`src/rtl/count_seq_ctrl.sv`:
```
// rtl/count_seq_ctrl.sv - terminal-count sequencer with one-shot/auto-reload modes, pause and wrap counting
module count_seq_ctrl #(
    parameter int W      = 4,
    parameter int WRAP_W = 8
) (
    input  logic              clk,
    input  logic              reset,
    input  logic              start,
    input  logic              stop,
    input  logic              pause,
    input  logic              reload,
    input  logic [W-1:0]      term,
    output logic [W-1:0]      count,
    output logic              done,
    output logic              busy,
    output logic [1:0]        state,
    output logic [WRAP_W-1:0] wraps
);

    localparam logic [1:0] S_IDLE  = 2'b00;
    localparam logic [1:0] S_RUN   = 2'b01;
    localparam logic [1:0] S_PAUSE = 2'b10;
    localparam logic [1:0] S_DONE  = 2'b11;

    localparam logic [WRAP_W-1:0] WRAPS_MAX = {WRAP_W{1'b1}};

    logic [1:0]   state_q;
    logic [W-1:0] term_q;

    // stop outranks everything, including a simultaneous start or a terminal edge
    always_ff @(posedge clk or negedge reset) begin
        if (!reset) begin
            state_q <= S_IDLE;
            count   <= '0;
            term_q  <= '0;
            done    <= 1'b0;
            wraps   <= '0;
        end else begin
            done <= 1'b0;
            if (stop) begin
                state_q <= S_IDLE;
                count   <= '0;
            end else begin
                case (state_q)
                    S_IDLE, S_DONE: begin
                        if (start) begin
                            state_q <= S_RUN;
                            count   <= '0;
                            term_q  <= term;
                            wraps   <= '0;
                        end
                    end
                    S_RUN: begin
                        if (pause) begin
                            state_q <= S_PAUSE;
                        end else if (count == term_q) begin
                            count   <= '0;
                            done    <= 1'b1;
                            state_q <= reload ? S_RUN : S_DONE;
                            if (wraps != WRAPS_MAX) begin
                                wraps <= wraps + 1'b1;
                            end
                        end else begin
                            count <= count + 1'b1;
                        end
                    end
                    S_PAUSE: begin
                        // the release edge only resumes; the next increment happens one edge later
                        if (!pause) begin
                            state_q <= S_RUN;
                        end
                    end
                    default: begin
                        state_q <= S_IDLE;
                    end
                endcase
            end
        end
    end

    assign state = state_q;
    assign busy  = (state_q == S_RUN) || (state_q == S_PAUSE);

endmodule

```
`config.mk`:
```
export PLATFORM = sky130hd
export DESIGN_NAME = count_seq_ctrl
export DESIGN_NICKNAME = d
export VERILOG_FILES = /design/src/rtl/count_seq_ctrl.sv
export SDC_FILE = /design/constraint.sdc
export NUM_CORES = 1
export LEC_CHECK = 0
export ABC_AREA = 1
export CAP_MARGIN = 20
export CORE_MARGIN = 2
export CORE_UTILIZATION = 40
export CTS_BUF_LIST = sky130_fd_sc_hd__clkbuf_8
export CTS_CLUSTER_DIAMETER = 50
export DETAILED_ROUTE_END_ITERATION = 16
export PLACE_DENSITY_LB_ADDON = 0.15
export SETUP_SLACK_MARGIN = 0.02
export SLEW_MARGIN = 40
export SYNTH_ARGS = -nofsm -noshare
export SYNTH_HDL_FRONTEND = slang
export SYNTH_SLANG_ARGS = --single-unit
```
`constraint.sdc`:
```
create_clock -name clk -period 1.5 [get_ports clk]
set_input_delay 0.375 -clock clk [delete_from_list [all_inputs] [get_ports clk]]
set_output_delay 0.375 -clock clk [all_outputs]
set_load 0.005 [all_outputs]
```
* Yosys cells after proc, flatten, opt, wreduce, memory -nomap -nowiden *
Index checks and enable logic that the tools add are counted.

storage, ports and cells
  flip-flop bits (word level) = 19
  bits of input ports = 10
  output and inout bits = 16

operators by class
  $add $sub $neg = 2
  equal/unequal tests = 13
  multiplexer cells = 21
  bitwise operators = 1
  reductions and logical operators = 9

operators with widths
  cell                   count
  $mux W8                4
  $mux W4                4
  $pmux W8 S2            1
  $mux W2                6
  $ne A3 B3 Y1 const B   3
  $reduce_and A3 Y1      3
  $add A8 B1 Y8 const B  1
  $ne A2 B2 Y1 const B   4
  $ne A8 B8 Y1 const B   1
  $pmux W4 S2            1
  $pmux W2 S3            1
  $reduce_and A6 Y1      1
  $add A4 B1 Y4 const B  1
  $eq A2 B2 Y1 const B   2
  $eq A4 B4 Y1           1
  $mux W1                4
  $ne A4 B4 Y1 const B   1
  $reduce_bool A3 Y1     1
  $eq A2 B1 Y1 const B   1
  $logic_not A2 Y1       1
  $reduce_bool A2 Y1     1
  $reduce_or A2 Y1       1
  $logic_or A1 B1 Y1     1
  $not A1 Y1             1

* Logic depth before layout (Yosys ltp) *
Gate-level depths: netlist of the first run.

  word-level depth = 5
  gate-level depth with buffers = 11

* Least setup slack after synthesis of the first run *
Ideal clock, no wire load.

  kind = register to register
  start = register state_q[1] (netlist: state[1])
  end = register wraps[2]
  library setup time = 0.117 ns
  data arrival time = 1.386 ns
  slack = -0.003 ns
  cell stages (with the launch flop) = 12
  path buffers = 1
  path through = dfrtp_1 > inv_1 > ha_1 > buf_6 > nand2_2 > nand2_1 > nor3b_2 > nand2_2 > inv_4 > nand2_8 > nand2_1 > nand2_1

between the ends
  longest elaborated chain between the ends = 4
  elaborated cells between the ends (all ways) = 11
  classes of those cells = eq/ne: 6; mux: 1; reduce/logical: 4

ends and longest elaborated chain
  item                                                                 line  text
  start, declared                                                      27    logic [1:0] state_q;
  start signal, assigned                                               59    state_q <= reload ? S_RUN : S_DONE;
  $eq A2 B2 Y1 / $logic_not A2 Y1 (equally long branches)              44    case (state_q)
  $reduce_or A2 Y1                                                     44
  $ne A2 B2 Y1 (no line) / $reduce_bool A2 Y1 (equally long branches)  -
  $reduce_and A6 Y1 (no line)                                          -
  end signal, assigned                                                 61    wraps <= wraps + 1'b1;
  end, declared                                                        17    output logic [WRAP_W-1:0] wraps

Parallel ways exist; a longest one is shown, timed or not.
A chain may end at the register's enable or synchronous reset.

* Final worst setup path of the first run *
  start = register state_q[0] (netlist: state[0])
  end = register wraps[2]

The elaborated chain is that of the path after synthesis.

==> results of run 1 <==
## state kept, by name, summed over array words and instances, names as in the netlist
| name | count |
|---|---|
| count | 4 |
| done | 1 |
| state | 2 |
| term_q | 4 |
| wraps | 8 |
## routing by layer
layer	global-route usage (%)	routed length, um
met3	2.64	69
met4	6.49	25
met5	0	0
met2	33.2	1590
met1	23.2	1370
## synthesized netlist by cell type (all sizes together)
cell	instances	area [um^2]
nor2	15	58.8
nor3b	2	20.0
o211ai	1	7.51
dfrtp	19	475
nand4	3	18.8
o21ai	3	15.0
a21oi	9	45.0
inv	23	88.8
ha	5	62.6
nor3	2	10.0
nor4	1	6.26
o21bai	1	7.51
a211oi	1	7.51
xor2	2	17.5
clkinv	1	3.75
buf	1	11.3
nand3	17	85.1
nand2	57	250
nand3b	1	7.51
## worst paths after layout
path,from,to,cells after the start,slack [ps]
min in group clk,term_q[0]$_DFFE_PN0P_,term_q[0]$_DFFE_PN0P_,2,540
max,state[0]$_DFFE_PN0P_,wraps[2]$_DFFE_PN0P_,10,-110
max reg2reg,state[0]$_DFFE_PN0P_,wraps[2]$_DFFE_PN0P_,10,-110
min reg2reg,term_q[0]$_DFFE_PN0P_,term_q[0]$_DFFE_PN0P_,2,540
min,reset,wraps[5]$_DFFE_PN0P_,2,460
max in group asynchronous,reset,term_q[1]$_DFFE_PN0P_,2,830
## per-stage QoR
stage                     area (um^2)  setup TNS (ps)
after floorplan                  1200               0
after global placement           1590           -1600
after detailed placement         1590           -1990
after CTS                        1780            -736
after global routing             1850           -1840
final                            1850            -799
## cell type report
| cell class | instances | area share [%] |
|---|---|---|
| inverters | 24 | 5.14 |
| multi-input cells | 120 | 38.1 |
| clock buffers | 3 | 2.23 |
| repair inverters | 1 | 0.406 |
| flip-flops and latches | 19 | 25.7 |
| well taps | 31 | 2.10 |
| clock inverters | 1 | 0.203 |
| repair buffers | 56 | 26.1 |
## worst max-delay path, cell delays in order (launching register included)
cell	delay (ps)
dfrtp_1	400
inv_2	90
ha_4	210
buf_6	120
nand2_4	60
nor3b_4	180
nand2_2	120
inv_4	120
nand2_8	70
nand2_1	70
nand2_1	60
## cell families (layout without fill, tap and decap cells)
group           count (synthesis)  after routing  synth area share, %
flops                          19             19                 39.7
xor+xnor                        2              2                 1.46
buf+inv                        25             85                 8.66
compound gates                 15             15                 6.89
simple gates                   98             98                 38.1
fa+ha+maj                       5              5                 5.22
## power groups by stage
stage	Combinational, uW	Clock (uW)	Sequential, uW
floorplan	516	0	713
global placement	951	0	687
detailed placement	964	0	696
CTS	1120	367	676
global route	1310	393	689
finish	1190	357	678
## cells in the final DEF (no fill, tap or decap), types with 2 or more instances in the layout
master / count
ha_4: 2
a21oi_1: 8
inv_1: 19
nor2_1: 14
inv_2: 3
nand2_4: 4
dlygate4sd2_1: 12
nand2_1: 43
nand4_1: 3
ha_1: 2
clkdlybuf4s50_1: 9
nand3_1: 16
dlymetal6s2s_1: 3
o21ai_1: 3
buf_4: 29
dfrtp_1: 19
buf_6: 2
inv_4: 2
xor2_1: 2
clkbuf_8: 3
nand2_2: 9
## repair_timing
action | in CTS | in global routing
gates cloned | 1 | 0
hold endpoints to repair | 0 | 0
pin swaps | 5 | 5
endpoints found under the setup margin | 26 | 18
buffers inserted | 13 | 3
gates resized for setup | 26 | 16
==> reports/summary.txt, run 1 <==
Pint -> 1370 uW
RSZ-0062 raised after global routing -> yes
fin cells -> 255
PortBufs -> 25
Flop pwr share -> 30.5%
initial core utilization -> 42.7%
DR iter-0 viols -> 24
Routability Congestion -> 0.863
FILL cells -> 234
die width -> 58.7 um
status -> finished, violations left
gr usage total -> 18.8%
final hold viol count -> 0
HPWL Detailed -> 2.09 mm
Pre-antenna DRT Iters -> 10
Tmin final -> 1610 ps
sequential area share after synthesis -> 39.7%
Startpoint Class -> register
Reg area -> 475 um^2
Leak -> 0.00102 uW
Multi-input gate area -> 704 um^2
Antenna Cells -> 0
H-tree depth -> 1
ratio of cells with drive above 1 in the final layout -> 28.1%
Setup WS pre-CTS -> -208 ps
Hold Path Class -> in2async
final core utilization -> 65.9%
first-pass GRT wire length -> 5.00 mm
total power -> 2230 uW
Unique masters post-synth -> 26
dpl cells -> 234
Synth Instances -> 164
Fmax achieved -> 619 MHz
CTS tree -> done
row count -> 19
Slew headroom -> 80.0%
clock buffer depth -> 2
Psw -> 858 uW
measured slew at the worst slew-check pin -> 297 ps
peak fanout along the critical path -> 8
final slew viol count -> 0
GRT overflow -> 0
Skew-Pair Late Insertion Delay -> 250 ps
CTS Hold Buffers Added -> 0
final setup fails -> 11
clock root buffer -> clkbuf_8
Power Density -> 1200 nW/um^2
via/cell ratio -> 4.99
Worst EP required -> 1640 ps
Tcrit/Tclk final -> 108%
DR WL/cell -> 12.0 um
Clk pwr share -> 16.0%
IO Pins -> 26
cell area after synthesis -> 1200 um^2
Setup Crit Path Kind -> reg2reg
via count of the first global-routing pass -> 1,216
chip height -> 58.7 um
CTS clk-pin slew, worst paths -> 80 ps
initial antenna violation count -> 0
CP Capture Type -> register
die footprint -> 3450 um^2
Nets -> 240
Layout area overhead -> 54.3%
final WL -> 3.06 mm
Sink Count -> 19
CTS Buf Count -> 3
Syn Area/Cell -> 7.31 um^2
Setup Skew -> 2.93 ps
max-cap violations -> 0
DRC Markers -> 2
worst setup margin -> -114 ps
antenna viol nets, final -> 0
CP arrival -> 1760 ps
largest net degree at the start of global routing -> 20
Fin Hold WS -> 457 ps
peak supply drop -> 710 uV
Vias -> 1,272
syn_nets -> 179
Logic pwr share -> 53.5%
Yosys reg bits -> 19
failing checks -> design-rule violations, negative setup slack
synth warn -> 0
Core Area -> 2810 um^2
Sw Share -> 38.6%
Power figures use the tool's default switching activity.
==> run 2, diff against run 1 <==
--- a/config.mk
+++ b/config.mk
@@ -6,7 +6,9 @@
 export NUM_CORES = 1
 export LEC_CHECK = 0
 export ABC_AREA = 1
+export ABC_CLOCK_PERIOD_IN_PS = 1500
 export CAP_MARGIN = 20
+export CORE_ASPECT_RATIO = 1.2
 export CORE_MARGIN = 2
 export CORE_UTILIZATION = 40
 export CTS_BUF_LIST = sky130_fd_sc_hd__clkbuf_8
@@ -14,6 +16,7 @@
 export DETAILED_ROUTE_END_ITERATION = 16
 export PLACE_DENSITY_LB_ADDON = 0.15
 export SETUP_SLACK_MARGIN = 0.02
+export SKIP_LAST_GASP = 1
 export SLEW_MARGIN = 40
 export SYNTH_ARGS = -nofsm -noshare
 export SYNTH_HDL_FRONTEND = slang
==> run 2 against run 1 <==
Net effect: the flow finishes with violations (negative setup slack); final cell count increased by 0.39%; utilization increased by 1.9 points; flip-flop and latch count is the same; critical path depth did not move; clock skew barely moved; non-clock buffer count shrank 2; hold slack improved by 1.7 ps; total power increased by 1.5%; sequential share of layout area is 0.63 points lower; die area barely moved; clock-buffer cell count unchanged; fmax increased by 0.17%; largest cell class unchanged; largest power group unchanged; highest routed layer unchanged.
==> reports/summary.txt, run 2 (synthesis results as in run 1) <==
Startpoint Class -> register
CTS Buf Count -> 3
final slew viol count -> 0
gr usage total -> 20.4%
Fmax achieved -> 621 MHz
Tmin final -> 1610 ps
Tcrit/Tclk final -> 107%
most common cell after layout, fill and taps aside -> nand2_1
most frequent cells in the layout -> 41 x nand2_1, 26 x buf_4, 17 x inv_1, 17 x dfrtp_1, 13 x nand3_1
Leak -> 0.00101 uW
Vias -> 1,265
PortBufs -> 25
dpl cells -> 238
Nets -> 238
via/cell ratio -> 4.94
IO Pins -> 26
DR WL/cell -> 13.0 um
via count of the first global-routing pass -> 1,244
Core Area -> 2810 um^2
ratio of cells with drive above 1 in the final layout -> 33.3%
HPWL Detailed -> 2.23 mm
R2R depth -> 10
CTS Hold Buffers Added -> 0
Setup Skew -> 3.25 ps
CP Capture Type -> register
Skew-Pair Late Insertion Delay -> 250 ps
status -> finished, violations left
DRC Markers -> 0
GRT overflow -> 0
chip height -> 64.0 um
H-tree depth -> 1
Antenna Cells -> 0
Setup Crit Path Kind -> reg2reg
final setup fails -> 10
die footprint -> 3450 um^2
Final TNS setup -> -814 ps
Power Density -> 1190 nW/um^2
Biggest register -> wraps
max reg flops -> 8
worst setup margin -> -112 ps
max-cap violations -> 0
measured slew at the worst slew-check pin -> 295 ps
die width -> 54.0 um
fin cells -> 256
Sink Count -> 19
biggest regs -> wraps: 8 flops, count: 4 flops, term_q: 4 flops
peak fanout along the critical path -> 8
final hold viol count -> 0
Routability Congestion -> 0.794
Layout area overhead -> 59.0%
initial antenna violation count -> 0
RSZ-0062 raised after global routing -> yes
CTS clk-pin slew, worst paths -> 80 ps
antenna viol nets, final -> 0
final WL -> 3.32 mm
Slew headroom -> 80.2%
initial core utilization -> 42.6%
FILL cells -> 234
clock buffer depth -> 2
Worst EP required -> 1640 ps
CTS tree -> done
final core utilization -> 67.8%
largest net degree at the start of global routing -> 20
clock root buffer -> clkbuf_8
failing checks -> negative setup slack
first-pass GRT wire length -> 5.35 mm
peak supply drop -> 793 uV
Pre-antenna DRT Iters -> 4
Layout Cell Area excl Fill -> 1910 um^2
area post-placement -> 1610 um^2
CP arrival -> 1750 ps
Hold Path Class -> in2async
DR iter-0 viols -> 30
row count -> 21
run 2: power breakdown:
group	internal (uW)	switching, uW
combinational	549	657
clock	184	181
sequential	617	70.3
run 2: worst max-delay path, cell delays in order (launching register included):
cell and delay [ps]:
dfrtp_1 400, inv_2 90, ha_4 220, buf_6 120, nand2_4 50, nor3b_4 180
nand2_2 110, inv_4 110, nand2_8 80, nand2_2 80, nand2_1 60
run 2: per-stage QoR:
step	hold WS [ps]	worst slack, ps	power (uW)
6_report	459	-112	2260
5_1_grt	478	-211	2420
4_1_cts	469	-122	2040
3_5_place_dp	525	-192	1670
3_3_place_gp	518	-155	1630
2_1_floorplan	79.4	2.94	1230
run 2: worst paths after layout:
path / slack [ps] / to / startpoint
min: 460 / wraps[4]$_DFFE_PN0P_ / reset
max: -110 / wraps[3]$_DFFE_PN0P_ / state[0]$_DFFE_PN0P_
max reg2reg: -110 / wraps[3]$_DFFE_PN0P_ / state[0]$_DFFE_PN0P_
max in group asynchronous: 820 / wraps[2]$_DFFE_PN0P_ / reset
min reg2reg: 530 / term_q[0]$_DFFE_PN0P_ / term_q[0]$_DFFE_PN0P_
min in group clk: 530 / term_q[0]$_DFFE_PN0P_ / term_q[0]$_DFFE_PN0P_
run 2: timing repair:
item                                    CTS  global route
endpoints found under the setup margin   28            19
gates cloned                              1             0
buffers inserted                          9             4
pin swaps                                 2            11
resized for setup                        21            39
run 2: metal layers:
| layer | wire length, um | global-route usage [%] | vias up | part of all wire, % |
|---|---|---|---|---|
| li1 | - | - | 635 | - |
| met1 | 1390 | 24.3 | 601 | 42 |
| met2 | 1770 | 35.8 | 21 | 53 |
| met3 | 93 | 2.80 | 8 | 2.8 |
| met4 | 69 | 7.50 | 0 | 2.1 |
| met5 | 0 | 0 | - | 0 |
run 2: area by class of cell:
type | instances | area (um^2) | area share, %
flip-flops and latches | 19 | 478 | 25.1
multi-input cells | 120 | 763 | 40.1
repair buffers | 54 | 473 | 24.8
well taps | 34 | 42.5 | 2.23
repair inverters | 1 | 7.51 | 0.394
inverters | 24 | 95.1 | 4.99
clock inverters | 1 | 5.00 | 0.263
clock buffers | 3 | 41.3 | 2.17
==> run 3, diff against run 2 <==
--- a/config.mk
+++ b/config.mk
@@ -12,7 +12,7 @@
 export CORE_MARGIN = 2
 export CORE_UTILIZATION = 40
 export CTS_BUF_LIST = sky130_fd_sc_hd__clkbuf_8
-export CTS_CLUSTER_DIAMETER = 50
+export CTS_CLUSTER_DIAMETER = 200
 export DETAILED_ROUTE_END_ITERATION = 16
 export PLACE_DENSITY_LB_ADDON = 0.15
 export SETUP_SLACK_MARGIN = 0.02
==> results of run 3 <==
The final DEF is identical to that of run 2; final timing and power are the same.
